--- src/rtl/branch_pkg.sv ---
// Shared types and constants for the branch resolve / predict unit.
package branch_pkg;

    // Conditional-branch funct3 encodings
    localparam logic [2:0] F3_BEQ  = 3'b000;
    localparam logic [2:0] F3_BNE  = 3'b001;
    localparam logic [2:0] F3_BLT  = 3'b100;
    localparam logic [2:0] F3_BGE  = 3'b101;
    localparam logic [2:0] F3_BLTU = 3'b110;
    localparam logic [2:0] F3_BGEU = 3'b111;

    // 2-bit saturating direction counter
    typedef logic [1:0] ctr_t;
    localparam ctr_t CTR_SNT = 2'b00;
    localparam ctr_t CTR_WNT = 2'b01;
    localparam ctr_t CTR_WT  = 2'b10;
    localparam ctr_t CTR_ST  = 2'b11;

    // Table indexing modes
    localparam int MODE_BIMODAL = 0;
    localparam int MODE_GSHARE  = 1;

    // Next counter value: move toward the resolved direction, hold at the ends
    function automatic ctr_t ctr_next(input ctr_t cur, input logic taken);
        ctr_t nxt;
        nxt = cur;
        if (taken) begin
            if (cur != CTR_ST) nxt = cur + 2'd1;
        end else begin
            if (cur != CTR_SNT) nxt = cur - 2'd1;
        end
        return nxt;
    endfunction

endpackage

--- src/rtl/branch_predict_resolve_cond_eval.sv ---
// Branch condition evaluation from ALU flags; funct3 010/011 are not branches.
module branch_cond_eval
    import branch_pkg::*;
(
    input  logic [2:0] funct3,
    input  logic       zflag,
    input  logic       cflag,
    input  logic       oflag,
    input  logic       nflag,
    output logic       taken,
    output logic       valid
);

    // Decode funct3 into a direction; C is the carry of rs1+~rs2+1, so !C means rs1 < rs2 unsigned
    always_comb begin
        taken = 1'b0;
        valid = 1'b1;
        case (funct3)
            F3_BEQ:  taken = zflag;
            F3_BNE:  taken = ~zflag;
            F3_BLT:  taken = nflag ^ oflag;
            F3_BGE:  taken = ~(nflag ^ oflag);
            F3_BLTU: taken = ~cflag;
            F3_BGEU: taken = cflag;
            default: begin
                taken = 1'b0;
                valid = 1'b0;
            end
        endcase
    end

endmodule

--- src/rtl/branch_predict_resolve.sv ---
// Execute-stage branch resolution plus a BHT-based fetch predictor
// (bimodal or gshare) with saturating branch / mispredict statistics.
module branch_predict_resolve
    import branch_pkg::*;
#(
    parameter int XLEN     = 32,
    parameter int IDX_BITS = 6,
    parameter int MODE     = 0,
    parameter int GHR_W    = 6,
    parameter int CNT_W    = 16
) (
    input  logic             clk,
    input  logic             rst,
    input  logic [XLEN-1:0]  fetch_pc,
    output logic             predict_taken,
    input  logic             ex_valid,
    input  logic             ex_branch,
    input  logic [XLEN-1:0]  ex_pc,
    input  logic [2:0]       ex_funct3,
    input  logic             ex_pred_taken,
    input  logic             Zflag,
    input  logic             Cflag,
    input  logic             Oflag,
    input  logic             Nflag,
    output logic             branch_taken,
    output logic             mispredict,
    output logic [CNT_W-1:0] branch_count,
    output logic [CNT_W-1:0] mispredict_count
);

    localparam int ENTRIES = 1 << IDX_BITS;

    ctr_t                bht [ENTRIES];
    logic [GHR_W-1:0]    ghr;
    logic [IDX_BITS-1:0] fetch_idx;
    logic [IDX_BITS-1:0] ex_idx;
    logic                cond_taken;
    logic                cond_valid;
    logic                do_update;

    branch_cond_eval u_cond (
        .funct3 (ex_funct3),
        .zflag  (Zflag),
        .cflag  (Cflag),
        .oflag  (Oflag),
        .nflag  (Nflag),
        .taken  (cond_taken),
        .valid  (cond_valid)
    );

    assign do_update     = ex_valid & ex_branch & cond_valid;
    assign branch_taken  = do_update & cond_taken;
    assign mispredict    = do_update & (cond_taken != ex_pred_taken);

    // Both lookups hash with the current GHR, so a same-cycle fetch sees the pre-update table
    generate
        if (MODE == MODE_GSHARE) begin : g_gshare
            logic [IDX_BITS-1:0] hist;
            assign hist      = IDX_BITS'(ghr);
            assign fetch_idx = fetch_pc[IDX_BITS+1:2] ^ hist;
            assign ex_idx    = ex_pc[IDX_BITS+1:2] ^ hist;
        end else begin : g_bimodal
            assign fetch_idx = fetch_pc[IDX_BITS+1:2];
            assign ex_idx    = ex_pc[IDX_BITS+1:2];
        end
    endgenerate

    assign predict_taken = bht[fetch_idx][1];

    // PC bits outside the index field (and the GHR in bimodal mode) do not feed the table
    logic unused_bits;
    assign unused_bits = ^{fetch_pc[XLEN-1:IDX_BITS+2], fetch_pc[1:0],
                           ex_pc[XLEN-1:IDX_BITS+2], ex_pc[1:0], ghr};

    // Train the addressed counter toward the resolved direction
    always_ff @(posedge clk) begin
        if (rst) begin
            for (int i = 0; i < ENTRIES; i++) bht[i] <= CTR_WNT;
        end else if (do_update) begin
            bht[ex_idx] <= ctr_next(bht[ex_idx], cond_taken);
        end
    end

    // Shift resolved directions into the global history (gshare only)
    generate
        if (MODE == MODE_GSHARE && GHR_W == 1) begin : g_ghr1
            always_ff @(posedge clk) begin
                if (rst)            ghr <= '0;
                else if (do_update) ghr <= cond_taken;
            end
        end else if (MODE == MODE_GSHARE) begin : g_ghrn
            always_ff @(posedge clk) begin
                if (rst)            ghr <= '0;
                else if (do_update) ghr <= {ghr[GHR_W-2:0], cond_taken};
            end
        end else begin : g_noghr
            assign ghr = '0;
        end
    endgenerate

    // Saturating statistics: count resolved branches and mispredictions
    always_ff @(posedge clk) begin
        if (rst) begin
            branch_count     <= '0;
            mispredict_count <= '0;
        end else if (do_update) begin
            if (branch_count != '1)
                branch_count <= branch_count + CNT_W'(1);
            if (mispredict && mispredict_count != '1)
                mispredict_count <= mispredict_count + CNT_W'(1);
        end
    end

endmodule

--- config.mk ---
export PLATFORM = sky130hd
export DESIGN_NAME = branch_predict_resolve
export DESIGN_NICKNAME = d
export VERILOG_FILES = /design/src/rtl/branch_pkg.sv /design/src/rtl/branch_predict_resolve_cond_eval.sv /design/src/rtl/branch_predict_resolve.sv
export SDC_FILE = /design/constraint.sdc
export NUM_CORES = 1
export LEC_CHECK = 0
export CAP_MARGIN = 5
export CORE_ASPECT_RATIO = 0.9
export CORE_MARGIN = 2
export CORE_UTILIZATION = 64
export DETAILED_ROUTE_END_ITERATION = 8
export DONT_BUFFER_PORTS = 1
export PLACE_DENSITY = 0.87
export SYNTH_ARGS = -nofsm -noshare
export SYNTH_HDL_FRONTEND = slang
export SYNTH_SLANG_ARGS = --single-unit
--- constraint.sdc ---
create_clock -name clk -period 5.44 [get_ports clk]
set_clock_uncertainty 0.05 [all_clocks]
set_input_delay 1.36 -clock clk [delete_from_list [all_inputs] [get_ports clk]]
set_output_delay 1.36 -clock clk [all_outputs]
set_load 0.01 [all_outputs]
==> results.md, run 1 <==
- Status: complete, no violations
- Final #Nets: 863
- Reg power frac: 49.2%
- Max-Cap Viols: 0
- Top FF cell, synth: edfxtp_1
- Synth top cells by count: edfxtp_1, nand3_1, nand2_1, nor2_1, nand2b_1
- Number of synthesized flops with an enable pin: 128
- Pin count of the biggest net entering global routing: 99
- IO Count: 111
- Endpoint kind of the worst setup timing path: primary output
- Largest area contributor in the netlist: edfxtp_1
- Clock Latency Late Sink: 0.44 ns
- Worst Max-Slew Pin Slew: 1.190 ns
- Unique cell type count in the Yosys netlist: 64
- Chip height: 115.8 um
- First-pass GRT wire length: 33580 um
- CP cell instances: mux4_2, mux4_2, nor2b_1, a211oi_1, a21oi_1
- Top cell type's share of synthesized area: 43.24%
- Via count: 6708
- Switching Share: 25.15%
- Peak Freq: 236.4 MHz
- Pre-antenna DRT Iters: 5
- Initial antenna violation count: 0
- Post-synthesis sequential area ratio: 50.45%
- Routed wire per std cell: 22.45 um
- Syn Nets: 905
- Total Routed Length: 21690 um
- Leakage: 2.948 nW
- Most used cell, CP: mux4_2
- Gr usage total: 30.22%
- CTS clk-pin slew, worst paths: 0.06 ns
- Via/cell ratio: 6.944
- CTS Buf Count: 17
- DP HPWL: 13720 um
- Worst Path Buf+Inv: 0
- Worst Path Max Fanout: 16
- Hold WS: 0.5082 ns
- Die Wd: 128.2 um
- Initial drt markers: 989
- Flops & latches, synth: 160
- Share of flip-flops with an asynchronous set or reset: 0%
- # hold bufs at CTS: 0
- Startpoint Class: primary input
- Die area: 0.01485 mm2
- CTS sink cnt: 160
- H-tree lvl count: 4
- Pint: 0.002063 W
- Worst path top cell family by delay: multiplexers
- Worst EP required: 4.03 ns
- Yosys warnings: 0
- Final WS setup: 1.210 ns
- Fin. Hold Viols: 0
- Hold Crit Class: reg -> reg
- Crit path largest cell delay: 0.51 ns
- Total congestion overflow: 0
- Final design utilization: 69.25%
- Slowest cell on the critical path: mux4_2
- # resized after CTS: 0
- Power Density: 295.7 mW/mm2
- # diodes: 0
- Post-CTS Setup Bufs: 0
- Vias in the first global route: 6445
- Core area: 0.01346 mm2
- Peak VDD IR: 0.3072 mV
- Drt drc: 0
- Synth Area per Inst: 10.75 um2
- Setup TNS: 0 ns
- Ranking of synthesized cells by area: edfxtp_1, dfxtp_1, mux4_2
- Synth-to-layout area growth: 4.885%
- Net Sw Power: 0.0006933 W
- Crit path DAT: 2.82 ns
- Final min period: 4.230 ns
- Post-Synthesis Cells: 827
- Clock tree buffer depth: 2
- CTS tree: built
- Filler Cells Inserted: 910
- Worst rel slew slack: 20.06%
- DRT antenna net count: 0
- Setup-failing EPs final: 0
- Port Buf Inserts: 0
- Share of layout cells above drive strength 1: 13.03%
- Pre-CTS setup slack: 1.109 ns
- Final period util: 77.75%
- Final Slew Violations: 0
- FP Rows: 40
- Count leader, synth: edfxtp_1
- GPL Wtd Cong: 0.8911
- Comb power frac: 10.0%
- Worst setup path category: in -> out
- Clock power share: 40.8%
- Unrepaired setup endpoints after global routing: no
- Initial Util: 66.02%
- Synthesized area: 0.008889 mm2
- Root Buffer: clkbuf_16
## through the flow
step	cell area [um2]	instances	total power, W
2_1_floorplan	8889	827	0.001643
3_3_place_gp	8777	934	0.001638
3_5_place_dp	8777	934	0.001649
4_1_cts	9323	966	0.002743
5_1_grt	9323	966	0.002816
6_report	9323	966	0.002757
## registers in the layout, summed over array words and instances (netlist names)
name	flops
bht	128
branch_count	16
mispredict_count	16
## final timing paths
kind / end / from / slack, ns / depth (start not counted)
worst max-delay path: predict_taken / fetch_pc[2] / 1.21 / 5
worst min-delay path: mispredict_count[13]$_SDFFE_PP0P_ / mispredict_count[13]$_SDFFE_PP0P_ / 0.51 / 2
worst max register to register: bht[58][0]$_SDFFCE_PN1P_ / bht[5][1]$_SDFFCE_PN0P_ / 2.01 / 8
worst min register to register: mispredict_count[13]$_SDFFE_PP0P_ / mispredict_count[13]$_SDFFE_PP0P_ / 0.51 / 2
## worst register-to-register path, stage by stage (launching register included)
cell and delay, ns:
edfxtp_1 0.41, mux4_1 0.51, mux2_2 0.30, a22o_1 0.25, nor4_4 0.26, a31oi_2 0.23
o21ai_4 0.67, buf_12 0.31, nand3_1 0.14
## area by class of cell
type	instances	area, um2	share of cell area (%)
Clock buffer	17	425.4	4.563
Clock inverter	15	120.1	1.288
Inverter	9	33.78	0.3624
Multi-Input combinational cell	588	3969	42.57
Sequential cell	160	4484	48.10
Tap cell	168	210.2	2.255
Timing Repair Buffer	9	80.08	0.8589
## cells by family (layout without fill, tap and decap cells)
family	after synthesis	after routing	synth area share, %
simple gates	419	419	24.45
flops	160	160	50.45
compound gates	80	80	6.588
buf+inv	79	50	4.899
mux	59	59	10.57
xor+xnor	28	28	2.759
fa+ha+maj	2	2	0.2815
## power by group through the flow
stage | registers (W) | clock network [W] | logic, W
after floorplan | 0.00137 | 0 | 0.000268
after global placement | 0.00138 | 0 | 0.000258
after detailed placement | 0.00138 | 0 | 0.000266
after CTS | 0.00136 | 0.00112 | 0.000269
after global routing | 0.00136 | 0.00117 | 0.000291
final | 0.00136 | 0.00113 | 0.000275
## placed cells by master (no fill, tap or decap), types with 16 or more instances in the layout
master,count
nand2b_1,64
nand2_1,82
nor2_1,82
mux4_2,24
clkbuf_16,17
xor2_1,16
edfxtp_1,128
nor2_2,18
dfxtp_1,32
nand3_1,87
mux2i_1,20
## per-layer routing
metal / global-route usage (%) / wire length (um) / share of wire, %
met5: 0 / 0 / 0
met4: 13.63 / 856 / 3.9
met3: 10.06 / 2617 / 12
met2: 48.16 / 10440 / 48
met1: 38.02 / 7776 / 36
(Power assumes the default switching activity.)
==> run 2, diff against run 1 <==
- CORE_UTILIZATION: 64 -> 58
- PLACE_DENSITY: 0.87 -> 0.83
- clock period: 5.44 -> 3.68 ns (I/O delays scaled with it)
==> run 2 against run 1 <==
Against the previous run: worst hold slack worse by 0.016 ns; via count about the same; register-to-register slack worse by 1.3 ns; wire length up 0.94%; non-clock buffer count up 14; critical endpoint unchanged; largest cell class unchanged; largest power group unchanged.
==> results.md, run 2 (synthesis results as in run 1) <==
- Drt drc: 0 (unchanged)
- DP Area: 0.008937 mm2 (+1.8%)
- Pin count of the biggest net entering global routing: 99 (unchanged)
- Max reg flops: 128 (unchanged)
- Reg2Reg Depth: 8 (unchanged)
- HP Start: mispredict_count[13]$_SDFFE_PP0P_
- Core area: 0.01487 mm2 (+10%)
- Peak VDD IR: 0.4282 mV (+39%)
- CP cell instances: mux4_2, mux4_2, nor2b_1, a211oi_1, a21oi_1
- Routed wire per std cell: 21.67 um (-3.5%)
- CTS tree: built
- Crit path DAT: 2.49 ns (-0.33 ns)
- Share of layout cells above drive strength 1: 14.78% (+1.7 points)
- Chip height: 121.4 um (+4.9%)
- Die area: 0.01633 mm2 (+10%)
- Critical path endpoint: predict_taken
- Total Routed Length: 21890 um (+0.94%)
- Slowest cell on the critical path: mux4_2
- Clock Latency Late Sink: 0.44 ns (about the same)
- Max-Cap Viols: 0 (unchanged)
- CTS sink cnt: 160 (unchanged)
- Unrepaired setup endpoints after global routing: no
- Launching point of the worst reg2reg path: bht[3][1]$_SDFFCE_PN0P_
- Setup-failing EPs final: 0 (unchanged)
- CTS clk-pin slew, worst paths: 0.06 ns (about the same)
- Most frequent cells in the layout: edfxtp_1, nand3_1, nor2_1, nand2_1, nand2b_1
- Final Slew Violations: 0 (unchanged)
- Leakage: 3.053 nW (+3.6%)
- Power Density: 435.3 mW/mm2 (+47%)
- M1 GR Usage: 35.76% (-2.3 points)
- Endpoint kind of the worst setup timing path: primary output
- Total congestion overflow: 0 (unchanged)
- Most used cell, CP: mux4_2
- Worst setup path category: in -> out
- H-tree lvl count: 4 (unchanged)
- # hold bufs at CTS: 0 (unchanged)
- Crit path largest cell delay: 0.51 ns (about the same)
- First-pass GRT wire length: 34090 um (+1.5%)
- IO Count: 111 (unchanged)
- Via count: 6710 (+0.030%)
- Port Buf Inserts: 0 (unchanged)
- Initial antenna violation count: 0 (unchanged)
- Synth-to-layout area growth: 6.996%
- DP HPWL: 14250 um (+3.8%)
- Most congested layer reported by global routing: met2
- Gr usage total: 27.56% (-2.7 points)
- FP Rows: 42 (+5.0%)
- Final WS setup: 0.2164 ns (-0.9941 ns)
- Post-CTS Setup Bufs: 0 (unchanged)
- Initial Util: 59.77% (-6.3 points)
- Pre-antenna DRT Iters: 5 (unchanged)
- CTS Buf Count: 17 (unchanged)
- Final period util: 94.12%
- # resized after CTS: 0 (unchanged)
- Finished Cell Area: 0.009510 mm2 (+2.0%)
- Setup TNS: 0 ns (unchanged)
- Final design utilization: 63.95% (-5.3 points)
- Root Buffer: clkbuf_16
- Startpoint Class: primary input
- Reg-to-reg endpoint: bht[19][0]$_SDFFCE_PN1P_
- Final #Nets: 877 (+1.6%)
- Worst rel slew slack: 32.43% (+12 points)
- Worst EP required: 2.71 ns (-1.32 ns)
- Total power: 0.004140 W (+50%)
- Initial drt markers: 941 (-4.9%)
- Status: complete, no violations
- Clock tree buffer depth: 2 (unchanged)
- DRT antenna net count: 0 (unchanged)
- Grt met3 use: 7.059% (-3.0 points)
- Biggest regs: bht (128), branch_count (16), mispredict_count (16)
- Pre-CTS setup slack: 0.2189 ns (-0.8896 ns)
- Most common cell after layout, fill and taps aside: edfxtp_1
- Via/cell ratio: 6.644 (-4.3%)
- Hold Crit Class: reg -> reg
- Global routing met2 resource utilization: 44.87% (-3.3 points)
- Fin. Hold Viols: 0 (unchanged)
- Peak Freq: 288.7 MHz
- GPL Wtd Cong: 0.8554 (-4.0%)
- Worst Max-Slew Pin Slew: 1.006 ns (-0.1841 ns)
- Final min period: 3.464 ns
- # diodes: 0 (unchanged)
- Die Wd: 134.5 um (+4.9%)
- Worst Path Max Fanout: 16 (unchanged)
- Register with the most flip-flops: bht
- Vias in the first global route: 6354 (-1.4%)
- Crit path launch: fetch_pc[2]
- Worst reg2reg setup slack: 0.69 ns (-1.32 ns)
[run 2: cell count changes in the layout (fill, tap and decap cells not counted), sizes merged]
cell,change
buf,+14
clkbuf,+7
clkinv,-5
clkinvlp,-2
bufinv,-1
inv,+1
[run 2: layout make-up]
| type | count | area, um2 |
|---|---|---|
| timing repair buffer | 23 | 197.7 |
| sequential | 160 | 4484 |
| clock buffer | 24 | 524.3 |
| inverter | 9 | 33.78 |
| tap | 198 | 247.7 |
| clock inverter | 8 | 48.80 |
| fill | 1093 | 5361 |
| multi-input combinational | 588 | 3974 |
[run 2: how the worst min path moves through the flow]
stage	slack, ns	cells after the start	endpoint
detailed placement	0.48	2	mispredict_count[15]$_SDFFE_PP0P_
global route	0.50	1	mispredict_count[11]$_SDFFE_PP0P_
floorplan	0.46	2	mispredict_count[13]$_SDFFE_PP0P_
CTS	0.50	2	mispredict_count[13]$_SDFFE_PP0P_
finish	0.49	2	mispredict_count[13]$_SDFFE_PP0P_
global placement	0.47	2	mispredict_count[13]$_SDFFE_PP0P_
[run 2: report_power, final]
part           total, W  internal (W)  switching [W]
clock network   0.00171      0.000994       0.000714
logic          0.000425      0.000163       0.000262
registers       0.00201       0.00198      0.0000232
total           0.00414       0.00314        0.00100
[run 2: critical path, delay by kind of cell]
family	cells	cell delay, ns
AND/OR/NAND/NOR	1	0.16
multiplexers	2	1.01
AO/OA/AOI/OAI	2	0.40
[run 2: through the flow]
| step | cells | hold WS [ns] |
|---|---|---|
| floorplan | 827 | 0.4554 |
| global placement | 978 | 0.4739 |
| detailed placement | 978 | 0.4845 |
| CTS | 1010 | 0.4977 |
| global route | 1010 | 0.5036 |
| finish | 1010 | 0.4924 |
[run 2: layer usage]
layer	share of wire, %	vias to the layer above
li1	-	2965
met1	37	3254
met2	50	435
met3	10	56
met4	2.5	0
met5	0	-
==> run 3, diff against run 2 <==
- GPL_TIMING_DRIVEN: unset -> 0
==> run 3 against run 2 <==
Against the previous run: sequential power hardly changed; cell area grew 2.1%; critical endpoint is now bht[31][0]$_SDFFCE_PN1P_; final cell count rose by 4.6%; highest routed layer unchanged; critical path depth up 5; the flow now finishes with violations (negative setup slack); clock-buffer cell count shrank 3; total power grew 0.98%; wire length is 14% higher; worst hold slack better by 0.0099 ns; global-route usage is 3.9 points higher; combinational power rose by 34%; non-clock buffer count grew 47.
==> results.md, run 3 (synthesis results as in run 1) <==
- Worst reg2reg setup slack: 0.54 ns (-0.15 ns)
- CP cell instances: buf_2, buf_2, nor2_1, a22oi_1, and3_1, nor4_4, a31oi_2, o21ai_4, buf_6, nand3_1
- Unrepaired setup endpoints after global routing: no
- Pre-antenna DRT Iters: 6 (+1)
- DRT antenna net count: 0 (unchanged)
- Filler Cells Inserted: 1074 (-1.7%)
- First-pass GRT wire length: 37830 um (+11%)
- DP HPWL: 17170 um (+21%)
- H-tree lvl count: 4 (unchanged)
- HP Start: mispredict_count[13]$_SDFFE_PP0P_
- Leakage: 3.125 nW (+2.4%)
- Pint: 0.003096 W (-1.4%)
- Startpoint Class: primary input
- Total congestion overflow: 0 (unchanged)
- Port Buf Inserts: 0 (unchanged)
- Die Wd: 134.5 um (unchanged)
- Synth-to-layout area growth: 9.291%
- Worst EP required: 3.77 ns (+1.06 ns)
- FP Rows: 42 (unchanged)
- Post-CTS Setup Bufs: 0 (unchanged)
- Status: finished with violations
- Endpoint kind of the worst setup timing path: register
- Via count: 7198 (+7.3%)
- Most frequent cells in the layout: edfxtp_1, nand3_1, nor2_1, nand2_1, nand2b_1
- Peak Freq: 268.9 MHz (-6.9%)
- Net Sw Power: 0.001085 W (+8.5%)
- Power Density: 430.3 mW/mm2 (-1.1%)
- # diodes: 0 (unchanged)
- Worst Max-Slew Pin Slew: 1.079 ns (+0.07354 ns)
- GPL Wtd Cong: 0.9964 (+16%)
- Slowest cell on the critical path: nor2_1
- Final min period: 3.719 ns (+0.2553 ns)
- Reg power frac: 48.0% (-0.4 points)
- Reg2Reg Depth: 8 (unchanged)
- Crit path DAT: 3.81 ns (+1.32 ns)
- Die area: 0.01633 mm2 (unchanged)
- Peak VDD IR: 0.3494 mV (-18%)
- Total Routed Length: 25030 um (+14%)
- Final #Nets: 924 (+5.4%)
- Gr usage total: 31.46% (+3.9 points)
- CTS Buf Count: 17 (unchanged)
- Routed wire per std cell: 23.70 um (+9.4%)
- Initial antenna violation count: 1 (+1)
- Reg-to-reg endpoint: bht[31][0]$_SDFFCE_PN1P_
- Drt drc: 0 (unchanged)
- Failing checks: negative setup slack
- Fin. Hold Viols: 0 (unchanged)
- Worst path top cell family by delay: simple AND/OR/NAND/NOR gates
- Total power: 0.004180 W (+0.98%)
- Initial drt markers: 1051 (+12%)
- Biggest regs: bht (128), branch_count (16), mispredict_count (16)
- Launching point of the worst reg2reg path: bht[12][1]$_SDFFCE_PN0P_
- CTS tree: built
- Setup-failing EPs final: 14 (+14)
- Vias in the first global route: 6772 (+6.6%)
- Worst Path Buf+Inv: 3 (+3)
- Share of layout cells above drive strength 1: 15.15% (+0.37 points)
- Chip height: 121.4 um (unchanged)
- CTS sink cnt: 160 (unchanged)
- Clock power share: 38.3% (-3.0 points)
- CTS clk-pin slew, worst paths: 0.06 ns (about the same)
- Setup TNS: -0.1442 ns (-0.1442 ns)
- IO Count: 111 (unchanged)
- Clock tree buffer depth: 2 (unchanged)
- Hold Path Stages: 2 (unchanged)
- Final Slew Violations: 0 (unchanged)
- Core area: 0.01487 mm2 (unchanged)
- Most used cell, CP: buf_2
- Worst Path Max Fanout: 10 (-6)
- Switching Share: 25.95% (+1.8 points)
- Clock Latency Late Sink: 0.44 ns (about the same)
- Pin count of the biggest net entering global routing: 17 (-83%)
- Most common cell after layout, fill and taps aside: edfxtp_1
- Hold Crit Class: reg -> reg
- Root Buffer: clkbuf_16
- Comb power frac: 13.7% (+3.4 points)
- Max reg flops: 128 (unchanged)
- Final WS setup: -0.03895 ns (-0.2553 ns)
- Max-Cap Viols: 0 (unchanged)
- Register with the most flip-flops: bht
- Worst setup path category: in -> reg
- Worst rel slew slack: 27.49% (-4.9 points)
- Crit path largest cell delay: 0.56 ns (+0.05 ns)
- Footprint of the multi-input gates: 0.004000 mm2 (+0.66%)
- Via/cell ratio: 6.816 (+2.6%)
- Initial Util: 59.77% (unchanged)
- Seq. cell area: 0.004484 mm2 (unchanged)
- Hold path endpoint: mispredict_count[13]$_SDFFE_PP0P_
- Final period util: 101.1% (+6.9 points)
## run 3: cell count changes in the layout (fill, tap and decap cells not counted), sizes merged
| cell | change |
|---|---|
| clkinv | +3 |
| bufinv | +1 |
| clkbuf | +36 |
| inv | -2 |
| buf | +8 |
## run 3: worst reg2reg max path, stage by stage (launching register included)
cell and delay, ns:
edfxtp_1 0.42, mux4_2 0.47, mux2_2 0.28, a22o_1 0.29, nor4_4 0.23, a31oi_2 0.21
o21ai_4 0.55, buf_6 0.25, nand3_1 0.11
## run 3: timing repair
item	CTS	global route
pin swaps	0	0
resized for setup	9	13
hold buffers	0	0
endpoints found under the setup margin	1	125
## run 3: layer usage
layer  part of all wire (%)  GRT usage [%]  up-vias  wire length, um
met4                    4.1          14.54        0             1028
met2                     45          46.75      622            11340
li1                       -              -     3054                -
met5                      0              0        -                0
met1                     36          42.18     3413             8995
met3                     15          10.28      109             3664
## run 3: stage by stage
stage	instances	setup WS (ns)	cell area, um2	utilization, %	hold WS, ns
final	1056	-0.03895	9714	65.32	0.5024
after global routing	1056	0.02499	9714	65.32	0.5276
after CTS	1056	0.03727	9683	65.11	0.5049
after detailed placement	1025	-0.4661	9141	61.47	0.4928
after global placement	1025	-0.4366	9141	61.47	0.4861
after floorplan	827	0.04390	8894	-	0.4554
## run 3: worst max path at each step
stage                startpoint                  endpoint  slack (ns)  depth (start not counted)
floorplan           fetch_pc[2]             predict_taken        0.04                          6
global placement    fetch_pc[3]             predict_taken       -0.44                          6
detailed placement  fetch_pc[3]             predict_taken       -0.47                          6
CTS                 fetch_pc[2]             predict_taken        0.04                          6
global route        fetch_pc[2]             predict_taken        0.02                          6
finish                 ex_pc[4]  bht[31][0]$_SDFFCE_PN1P_       -0.04                         10
## run 3: layout make-up
type                    instances  area share, %
clock buffers                  21          4.534
clock inverters                10         0.7342
flip-flops and latches        160          46.16
well taps                     198          2.550
inverters                       9         0.3478
plain buffers                  70          4.495
multi-input cells             588          41.18
## run 3: power groups by stage
stage / clock [W] / sequential, W / combinational (W)
final: 0.00160 / 0.00201 / 0.000571
after global routing: 0.00166 / 0.00201 / 0.000591
after CTS: 0.00159 / 0.00201 / 0.000549
after detailed placement: 0 / 0.00204 / 0.000542
after global placement: 0 / 0.00204 / 0.000536
after floorplan: 0 / 0.00203 / 0.000397
